[src/rtl/alarm_pkg.sv]
// Shared types and field widths for the alarm clock mode sequencer.
package alarm_pkg;

  typedef enum logic [1:0] {
    RUN       = 2'd0,
    SET_TIME  = 2'd1,
    SET_ALARM = 2'd2,
    RING      = 2'd3
  } state_t;

  localparam int SEC_MAX = 9;
  localparam int MIN_MAX = 5;
  localparam int SEC_W   = 4;
  localparam int MIN_W   = 3;

endpackage

[src/rtl/alarm_controller_rise_edge.sv]
// Registered rising-edge detector; history resets high so a level held
// through reset release is not seen as an edge.
module rise_edge (
  input  logic clk,
  input  logic rst_n,
  input  logic d,
  output logic pulse
);

  logic hist;

  always_ff @(posedge clk or negedge rst_n) begin
    if (!rst_n) begin
      hist  <= 1'b1;
      pulse <= 1'b0;
    end else begin
      hist  <= d;
      pulse <= d & ~hist;
    end
  end

endmodule

[src/rtl/alarm_controller.sv]
// Alarm clock mode sequencer: run / set-time / set-alarm, plus ringing with
// auto-timeout and snooze.
module alarm_controller
  import alarm_pkg::*;
#(
  parameter int RING_TICKS   = 30,
  parameter int SNOOZE_TICKS = 5
) (
  input  logic             signal,
  input  logic             reset_n,
  input  logic             mode_btn,
  input  logic             snooze_btn,
  input  logic             alarm_en_sw,
  input  logic             sec_tick,
  input  logic [MIN_W-1:0] cur_minutes,
  input  logic [SEC_W-1:0] cur_seconds,
  input  logic [MIN_W-1:0] alarm_minutes,
  input  logic [SEC_W-1:0] alarm_seconds,
  output logic             load_time,
  output logic             load_alarm,
  output logic [1:0]       mode,
  output logic             ringing,
  output logic             armed
);

  localparam int RW = $clog2(RING_TICKS + 1);
  localparam int SW = $clog2(SNOOZE_TICKS + 1);

  state_t          state, state_nx;
  logic [RW-1:0]   ring_cnt, ring_nx;
  logic [SW-1:0]   snooze_cnt, snooze_nx;
  logic            snooze_pend, pend_nx;
  logic            sec_tick_d;
  logic            mode_e, snooze_e;
  logic            match;

  rise_edge u_mode_edge (
    .clk   (signal),
    .rst_n (reset_n),
    .d     (mode_btn),
    .pulse (mode_e)
  );

  rise_edge u_snooze_edge (
    .clk   (signal),
    .rst_n (reset_n),
    .d     (snooze_btn),
    .pulse (snooze_e)
  );

  // Delayed tick so the compare sees the time after it has advanced.
  assign match = sec_tick_d & armed &
                 (cur_minutes == alarm_minutes) &
                 (cur_seconds == alarm_seconds);

  always_ff @(posedge signal or negedge reset_n) begin
    if (!reset_n) begin
      state       <= RUN;
      ring_cnt    <= '0;
      snooze_cnt  <= '0;
      snooze_pend <= 1'b0;
      sec_tick_d  <= 1'b0;
      armed       <= 1'b0;
    end else begin
      state       <= state_nx;
      ring_cnt    <= ring_nx;
      snooze_cnt  <= snooze_nx;
      snooze_pend <= pend_nx;
      sec_tick_d  <= sec_tick;
      armed       <= alarm_en_sw;
    end
  end

  always_comb begin
    state_nx  = state;
    ring_nx   = ring_cnt;
    snooze_nx = snooze_cnt;
    pend_nx   = snooze_pend;
    case (state)
      RUN: begin
        if (mode_e) begin
          state_nx  = SET_TIME;
          pend_nx   = 1'b0;
          snooze_nx = '0;
        end else if (match) begin
          state_nx  = RING;
          ring_nx   = '0;
          pend_nx   = 1'b0;
          snooze_nx = '0;
        end else if (snooze_pend && sec_tick) begin
          if (snooze_cnt <= SW'(1)) begin
            pend_nx   = 1'b0;
            snooze_nx = '0;
            if (armed) begin
              state_nx = RING;
              ring_nx  = '0;
            end
          end else begin
            snooze_nx = snooze_cnt - 1'b1;
          end
        end
      end
      SET_TIME: begin
        if (mode_e) state_nx = SET_ALARM;
      end
      SET_ALARM: begin
        if (mode_e) state_nx = RUN;
      end
      RING: begin
        if (!armed || mode_e) begin
          state_nx  = RUN;
          pend_nx   = 1'b0;
          snooze_nx = '0;
        end else if (snooze_e) begin
          state_nx  = RUN;
          pend_nx   = 1'b1;
          snooze_nx = SW'(SNOOZE_TICKS);
        end else if (sec_tick) begin
          if (ring_cnt == RW'(RING_TICKS - 1)) state_nx = RUN;
          else                                 ring_nx  = ring_cnt + 1'b1;
        end
      end
      default: state_nx = RUN;
    endcase
  end

  assign load_time  = (state == SET_TIME);
  assign load_alarm = (state == SET_ALARM);
  assign ringing    = (state == RING);
  assign mode       = state;

endmodule

[config.mk]
export PLATFORM = sky130hd
export DESIGN_NAME = alarm_controller
export DESIGN_NICKNAME = d
export VERILOG_FILES = /design/src/rtl/alarm_pkg.sv /design/src/rtl/alarm_controller_rise_edge.sv /design/src/rtl/alarm_controller.sv
export SDC_FILE = /design/constraint.sdc
export NUM_CORES = 1
export LEC_CHECK = 0
export ABC_AREA = 1
export CORE_MARGIN = 2
export CORE_UTILIZATION = 50
export CTS_CLUSTER_SIZE = 28
export DETAILED_ROUTE_END_ITERATION = 10
export PLACE_DENSITY = 0.8
export SYNTH_ARGS = -nofsm -noshare
export SYNTH_HDL_FRONTEND = slang
export SYNTH_SLANG_ARGS = --single-unit
[constraint.sdc]
create_clock -name signal -period 3.27 [get_ports signal]
set_input_delay 0.327 -clock signal [delete_from_list [all_inputs] [get_ports signal]]
set_output_delay 0.327 -clock signal [all_outputs]
set_load 0.01 [all_outputs]
==> metrics.md <==
| Metric | Value |
|---|---|
| Syn-to-layout area delta | `27.4%` |
| Critical path cell sequence | `inv_1 > ha_1 > clkdlybuf4s50_1` |
| CTS tree | `yes` |
| Number of synthesis warnings | `0` |
| Insertion delay to the later sink of the worst-skew pair | `0.29 ns` |
| Clock-pin slew on the worst setup and hold paths | `0.10 ns` |
| Status | `completed` |
| Clk root buf | `clkbuf_4` |
| Worst r2r dst | `ring_cnt[2]$_DFFE_PN0P_` |
| Final ANT Viol Nets | `0` |
| Tcrit/Tclk final | `58.9%` |
| Iter 0 DRT Violations | `38` |
| DRC | `0` |
| Worst Hold Class | `input port to async pin` |
| Syn Area/Cell | `7.02 um2` |
| Grt ovf | `0` |
| Core area | `0.00219 mm2` |
| Mapped Cells | `163` |
| Die W | `51.8 um` |
| Area of the multi-input gates | `599 um2` |
| Pwr Total | `0.890 mW` |
| H-tree levels | `1` |
| Hold Violations, Final | `0` |
| Largest net degree at the start of global routing | `18` |
| Setup TNS | `0 ns` |
| First-pass GRT wire length | `4430 um` |
| RePlAce Congestion | `0.925` |
| Worst slack, placed | `1.44 ns` |
| Layout cells sized above 1 | `8.85%` |
| # setup viols final | `0` |
| Setup slack, reg-to-reg | `1.50 ns` |
| Nets | `222` |
| Number of global-route vias before repair | `1049` |
| IO Pins | `26` |
| Die Span Y | `51.8 um` |
| Post-synth cell types | `21` |
| DRT Pass-1 Iters | `4` |
| Slowest stage cell, crit path | `clkdlybuf4s50_1` |
| Gr usage total | `21.6%` |
| Leak | `0.785 nW` |
| Post-CTS Hold Buffers | `0` |
| Fin crit period | `1.93 ns` |
| Setup Buffers After CTS | `0` |
| Critical path arrival | `1.60 ns` |
| Max stage delay on crit path | `0.54 ns` |
| Sink Count | `17` |
| Worst-margin pin slew | `0.713 ns` |
| Worst setup SP type | `flip-flop` |
| Via Count | `1087` |
| VDD IR max | `0.000582 V` |
| Mapped Area | `0.00114 mm2` |
| Ant. Diodes | `0` |
| Final HPWL from detailed placement | `1930 um` |
| CTS Buf Count | `3` |
| Final setup skew | `0.00869 ns` |
| R2R cell count | `10` |
| Final Max Slew Viols | `0` |
| Port bufs | `25` |
| Die area | `0.00269 mm2` |
| Final setup margin | `1.34 ns` |
| Crit path max fanout | `5` |
| Area taken by flip-flops and latches | `428 um2` |
| CP Capture Type | `output pin` |
| Seq cells post-synth | `17` |
| Post-synthesis sequential area ratio | `37.4%` |
| Post-Syn Nets | `192` |
| Initial Utilization | `52.2%` |
| Max-capacitance violation count | `0` |
| Final WL | `2380 um` |
| FP Rows | `17` |
| Critical path class | `flip-flop to output pin` |
| Reg-to-Reg Start | `mode[1]$_DFFE_PN0P_` |
| Fillers | `194` |
| Bufs on Longest Clock Path | `2` |
| Via density | `4.94` |
| Slew HR | `52.3%` |
| Fmax | `519 MHz` |
| Unrepaired setup endpoints after global routing | `false` |
| Worst Path Required | `2.94 ns` |
| PD cells | `611 mW/mm2` |
| Initial antenna violation count | `0` |
| # resized after CTS | `0` |
| WL per Instance | `10.8 um` |
==> worst max-delay path, delay by kind of cell (launching register included) <==
family,cells,cell delay [ns]
buffers and inverters,2,0.66
flip-flops,1,0.44
adder cells (fa/ha/maj),1,0.20
==> per-stage QoR <==
| step | utilization [%] | instances | hold slack [ns] | cell area (um2) |
|---|---|---|---|---|
| 3_5_place_dp | 65.2 | 216 | 0.470 | 1430 |
| 6_report | 66.5 | 220 | 0.450 | 1460 |
| 4_1_cts | 66.5 | 220 | 0.452 | 1460 |
| 3_3_place_gp | 65.2 | 216 | 0.463 | 1430 |
| 5_1_grt | 66.5 | 220 | 0.456 | 1460 |
| 2_1_floorplan | - | 163 | 0.0314 | 1140 |
==> per-layer routing <==
metal,GRT usage [%],up-vias,share of wire [%]
met1,26.2,490,42
met5,0,-,0
li1,-,552,-
met4,7.89,0,2.2
met2,38.4,37,50
met3,3.16,8,5.3
==> synthesized netlist by cell type <==
library cell | number | area share (%)
nand2_1 | 55 | 18
inv_1 | 29 | 9.5
nor2_1 | 17 | 5.6
dfrtp_1 | 15 | 33
nand3_1 | 12 | 5.3
ha_1 | 9 | 9.8
nand2_2 | 3 | 1.6
o21ai_0 | 3 | 1.3
xor2_1 | 3 | 2.3
dfstp_2 | 2 | 4.6
inv_2 | 2 | 0.66
nor2_2 | 2 | 1.1
o21ai_1 | 2 | 0.88
o21ai_2 | 2 | 1.5
a21oi_1 | 1 | 0.44
nand2_4 | 1 | 0.98
nor3_1 | 1 | 0.44
o211ai_2 | 1 | 1.1
o21bai_1 | 1 | 0.66
o22ai_1 | 1 | 0.55
xnor2_1 | 1 | 0.77
==> power breakdown <==
group          internal, mW  switching, mW  leakage (nW)
Clock                0.0455         0.0658        0.0177
Combinational         0.195          0.294         0.549
Sequential            0.250         0.0394         0.218
==> placed cells by master, fill, tap and decap left out, types with 2 or more instances in the layout <==
| cell | instances |
|---|---|
| xor2_1 | 3 |
| nor2_2 | 2 |
| inv_2 | 2 |
| o21ai_0 | 3 |
| dfrtp_1 | 15 |
| ha_1 | 9 |
| o21ai_1 | 2 |
| inv_1 | 29 |
| clkbuf_4 | 3 |
| dfstp_2 | 2 |
| o21ai_2 | 2 |
| nand2_1 | 55 |
| clkdlybuf4s50_1 | 25 |
| nand3_1 | 12 |
| nor2_1 | 17 |
| nand2_2 | 3 |
==> area by class of cell <==
cell class                      count  share of cell area (%)
Clock buffer                        3                    1.55
Clock inverter                      1                   0.344
Inverter                           31                    7.99
Multi-Input combinational cell    115                    41.2
Sequential cell                    17                    29.4
Tap cell                           28                    2.41
Timing Repair Buffer               25                    17.2
==> worst max path at each step <==
| stage | startpoint | endpoint | slack, ns | cells past startpoint |
|---|---|---|---|---|
| after floorplan | mode[0]$_DFFE_PN0P_ | ring_cnt[2]$_DFFE_PN0P_ | 1.65 | 10 |
| after global placement | alarm_seconds[1] | ring_cnt[0]$_DFFE_PN0P_ | 1.49 | 14 |
| after detailed placement | alarm_seconds[1] | ring_cnt[0]$_DFFE_PN0P_ | 1.44 | 14 |
| after CTS | mode[1]$_DFFE_PN0P_ | load_time | 1.33 | 3 |
| after global routing | mode[1]$_DFFE_PN0P_ | load_time | 1.23 | 3 |
| final | mode[1]$_DFFE_PN0P_ | load_time | 1.34 | 3 |
==> kinds of logic after synthesis <==
family | after synthesis | synth area share (%)
compound gates | 11 | 6.46
buf+inv | 31 | 10.2
fa+ha+maj | 9 | 9.85
xor+xnor | 4 | 3.06
flops | 17 | 37.4
simple gates | 91 | 33.0
==> state kept, by name, summed over array words and instances (netlist names) <==
| register | flops |
|---|---|
| u_snooze_edge.pulse | 1 |
| u_mode_edge.pulse | 1 |
| snooze_pend | 1 |
| u_mode_edge.hist | 1 |
| armed | 1 |
| u_snooze_edge.hist | 1 |
| snooze_cnt | 3 |
| mode | 2 |
| ring_cnt | 5 |
| sec_tick_d | 1 |
Note: power is estimated with default switching activity, not from simulation.
==> variant 1, RTL diff (config.mk and constraints unchanged) <==
Set the parameter `RING_TICKS` to 15 (it was 30).
--- a/src/rtl/alarm_controller.sv
+++ b/src/rtl/alarm_controller.sv
@@ -5,3 +5,3 @@
 #(
-  parameter int RING_TICKS   = 30,
+  parameter int RING_TICKS   = 15,
   parameter int SNOOZE_TICKS = 5
Behaviour: same outputs for any inputs over 10 cycles, from zero or initial values and one cycle with reset_n low; that may be too few to reach the edited logic, so the function may still have changed.
==> variant 1 against the original RTL <==
  * Sequential cell count decreased by 1
  * Clock power increased by 21%
  * Largest power group unchanged
  * Final area decreased by 3.3%
  * Global-route usage is 1.8 points lower
  * Power increased by 0.44%
  * Area after synthesis shrank 4.8%
  * Worst setup slack worse by 42 ps
  * Wire length is 6.8% lower
==> variant 1: results (changes against the original RTL) <==
| Metric | Value |
|---|---|
| Vias in the first global route | 994 (was 1049) |
| Initial antenna violation count | 0 (unchanged) |
| Fillers | 164 (was 194) |
| Max VDD drop | 411.0 µV (was 581.8 µV) |
| Max-slew violations | 0 (unchanged) |
| HPWL Detailed | 1723 µm (was 1929 µm) |
| Largest Register | ring_cnt (unchanged) |
| N_diodes | 0 (unchanged) |
| Synth cell count leaders | nand2_1, inv_1, dfrtp_1, nor2_1, nand3_1 (was nand2_1, inv_1, nor2_1, dfrtp_1, nand3_1) |
| H-tree levels | 1 (unchanged) |
| Tot GR Track Use | 0.1981 (was 0.2160) |
| Post-DP Area | 0.001373 mm² (was 0.001429 mm²) |
| Rel. slew slack | 0.5202 (was 0.5230) |
| GP Congestion | 0.8171 (was 0.9245) |
| Worst hold path type | in -> async (unchanged) |
| Final Hold Violating Endpoints | 0 (unchanged) |
| Vias per cell | 4.774 (was 4.941) |
| Nets@finish | 211 (was 222) |
| Reg-to-reg startpoint | mode[0] (was mode[1]) |
| Leakage | 0.7599 nW (was 0.7848 nW) |
| Top Family by Delay on Critical Path | buffers and inverters (unchanged) |
| Worst reg-to-reg setup slack | 1610 ps (was 1500 ps) |
| Worst Skew | 10.52 ps (was 8.694 ps) |
| First-pass GRT wire length | 3870 µm (was 4429 µm) |
| Worst Path Arrival | 1640 ps (was 1600 ps) |
| Clock transition at the registers of the reported paths | 100 ps (about the same) |
| Layout cells sized above 1 | 0.08840 (was 0.08854) |
| R2r endpoint | mode[0] (was ring_cnt[2]) |
| TritonCTS Buffers | 3 (unchanged) |
| Synthesized Nets | 181 (was 192) |
| Synth cell types | 21 (unchanged) |
| Pre-antenna DRT Iters | 4 (unchanged) |
| WL final | 2217 µm (was 2378 µm) |
| Clk_lat worst skew | 290 ps (about the same) |
| Largest net degree at the start of global routing | 17 (was 18) |
| FF-to-FF path depth | 8 (was 10) |
| Share of flip-flops with an asynchronous set or reset | 1.000 (unchanged) |
| Synth top area cells | dfrtp_1, nand2_1, ha_1, inv_1, dfstp_2 (was dfrtp_1, nand2_1, ha_1, inv_1, nor2_1) |
| DRT iter0 DRCs | 15 (was 38) |
| Outcome | finished clean (unchanged) |
| Seq/Total Area, Yosys | 0.3701 (was 0.3742) |
| Slowest stage delay, CP | 580 ps (was 540 ps) |
| Largest register FFs | 4 (was 5) |
-- variant 1: layer usage --
metal | global-route usage | vias up | share of wire
met2 | 0.3838 | 24 | 0.50
met5 | 0 | - | 0
met4 | 0.05405 | 0 | 0.0095
li1 | - | 516 | -
met1 | 0.2233 | 449 | 0.45
met3 | 0.02679 | 4 | 0.037
-- variant 1: how the worst max path moves through the flow --
stage | cells after the start | endpoint | from | slack (ps)
floorplan | 8 | ring_cnt[0] | mode[0] | 1730
global placement | 14 | ring_cnt[0] | cur_seconds[1] | 1450
detailed placement | 14 | ring_cnt[2] | cur_seconds[1] | 1350
CTS | 2 | ringing | mode[0] | 1290
global route | 2 | ringing | mode[0] | 1220
finish | 2 | ringing | mode[0] | 1300
-- variant 1: cells by family after synthesis --
group           after synthesis  share of synthesized area
fa+ha+maj                     9                     0.1035
xor+xnor                      3                    0.02414
compound gates               11                    0.08046
simple gates                 84                     0.3218
buf+inv                      29                     0.1000
flops                        16                     0.3701
-- variant 1: area by class of cell --
class / count / area, µm² / area share
Multi-Input combinational cell: 107 / 576.8 / 0.4094
Sequential cell: 16 / 402.9 / 0.2860
Timing Repair Buffer: 25 / 250.2 / 0.1776
Inverter: 29 / 108.9 / 0.07726
Clock buffer: 4 / 36.28 / 0.02575
Tap cell: 27 / 33.78 / 0.02398
-- variant 1: report_power, final --
group	internal [W]	switching [W]
Sequential	0.000238	0.0000392
Combinational	0.000203	0.000279
Clock	0.0000678	0.0000663
Total	0.000509	0.000385
-- variant 1: stage by stage --
| stage | utilization | cells | hold slack (ps) | setup WS (ps) | power [W] |
|---|---|---|---|---|---|
| 6_report | 0.7038 | 208 | 448.0 | 1302 | 0.0008935 |
| 5_1_grt | 0.7038 | 208 | 470.3 | 1221 | 0.0009787 |
| 4_1_cts | 0.7038 | 208 | 463.2 | 1290 | 0.0008990 |
| 3_5_place_dp | 0.6856 | 204 | 465.4 | 1353 | 0.0007640 |
| 3_3_place_gp | 0.6856 | 204 | 466.2 | 1449 | 0.0007378 |
| 2_1_floorplan | - | 152 | 31.41 | 1727 | 0.0006073 |
==> variant 2, RTL diff (same flow settings) <==
Without the edit above. Register the input `mode_btn` before use, with the module's reset. The logic sees it one clock later. The other inputs are not delayed to match.
--- a/src/rtl/alarm_controller.sv
+++ b/src/rtl/alarm_controller.sv
@@ -28,2 +28,12 @@
 
+  logic mode_btn_q;
+
+  always_ff @(posedge signal or negedge reset_n) begin
+    if (!reset_n) begin
+      mode_btn_q <= '0;
+    end else begin
+      mode_btn_q <= mode_btn;
+    end
+  end
+
   state_t          state, state_nx;
@@ -39,3 +49,3 @@
     .rst_n (reset_n),
-    .d     (mode_btn),
+    .d     (mode_btn_q),
     .pulse (mode_e)
Behaviour: not the same (a bounded check fails within 4 cycles, from zero or initial values and one cycle with reset_n low).
==> variant 2 against the original RTL <==
  * Final area increased by 4.5%
  * Worst setup slack got worse by 92 ps
  * Sequential power increased by 4%
  * Largest cell class unchanged
  * Critical path depth decreased by 1
  * Wire length decreased by 1.5%
  * Maximum frequency decreased by 4.6%
  * Area after synthesis increased by 4.9%
  * Largest power group unchanged
  * Sequential cell count increased by 1
  * Power increased by 4.4%
==> variant 2: results (changes against the original RTL) <==
| Metric | Value |
|---|---|
| Outcome | finished clean (unchanged) |
| Share of flip-flops with an asynchronous set or reset | 1.000 (unchanged) |
| DP Worst Slack | 1367 ps (was 1441 ps) |
| Largest net degree at the start of global routing | 19 (was 18) |
| First-pass GRT wire length | 4119 µm (was 4429 µm) |
| Leakage | 0.7964 nW (was 0.7848 nW) |
| DRT iter0 DRCs | 8 (was 38) |
| Seq/Total Area, Yosys | 0.3775 (was 0.3742) |
| Met3 wire length | 92 µm (was 126 µm) |
| Metal-1 WL | 1058 µm (was 1000 µm) |
| H-tree levels | 1 (unchanged) |
| Vias in the first global route | 1032 (was 1049) |
| Synth cell count leaders | nand2_1, inv_1, dfrtp_1, nor2_1 (was nand2_1, inv_1, nor2_1, dfrtp_1, nand3_1) |
| Synthesized Nets | 195 (was 192) |
| Synth cell types | 25 (was 21) |
| Max VDD drop | 463.5 µV (was 581.8 µV) |
| Layout cells sized above 1 | 0.08205 (was 0.08854) |
| Worst Skew | 0.6377 ps (was 8.694 ps) |
| Reg power frac | 0.327 (was 0.326) |
| GP Congestion | 0.8389 (was 0.9245) |
| Worst hold path type | reg -> reg (was in -> async) |
| Slew @ Worst Pin | 780.2 ps (was 713.2 ps) |
| Met2 WL | 1148 µm (was 1199 µm) |
| Worst Path Arrival | 1690 ps (was 1600 ps) |
| HPWL Detailed | 1857 µm (was 1929 µm) |
## variant 2: per-layer routing
metal,track usage,vias up
met2,0.3625,18
met5,0,-
met1,0.2222,472
li1,-,560
met3,0.05085,5
met4,0.09829,0
## variant 2: kinds of logic after synthesis
family | count (synthesis) | share of synthesized area
and+or+nand+nor | 87 | 0.3201
buffers and inverters | 35 | 0.1116
DFF | 18 | 0.3775
AOI/OAI and AO/OA | 14 | 0.07508
adders and majority gates | 9 | 0.09385
xor gates and xnor gates | 3 | 0.02190
## variant 2: area by class of cell
cell class                 instances  area (µm²)
tap                               28       35.03
sequential                        18       452.9
fill                             192       711.9
timing repair buffer              25       250.2
clock buffer                       4       36.28
multi-input combinational        113       613.1
inverter                          35       133.9
## variant 2: path summary, 6_finish.rpt
kind,start,endpoint,slack (ps),cells past startpoint
max,mode[1],ringing,1250,2
min,mode_btn_q,u_mode_edge.hist,390,0
max reg2reg,mode[1],ring_cnt[0],1560,10
min reg2reg,mode_btn_q,u_mode_edge.hist,390,0
max in group asynchronous,reset_n,u_mode_edge.pulse,2310,1
min in group asynchronous,reset_n,snooze_cnt[2],480,1
## variant 2: worst reg2reg max path: stages (launching register included)
cell	delay (ps)
dfrtp_1	440
ha_1	360
inv_4	100
nor2_4	140
nand2_2	70
nor2_2	110
o21ai_2	80
o21ai_4	110
nand2_4	90
nand2_1	60
nand2_1	60
## variant 2: through the flow
stage	power [W]	hold WS, ps	instance area, µm²	util	instances
floorplan	0.0006369	31.41	1200	-	166
global placement	0.0007744	366.4	1485	0.6650	219
detailed placement	0.0007909	367.1	1485	0.6650	219
CTS	0.0009342	395.7	1521	0.6812	223
global route	0.001018	410.3	1521	0.6812	223
finish	0.0009286	394.5	1521	0.6812	223
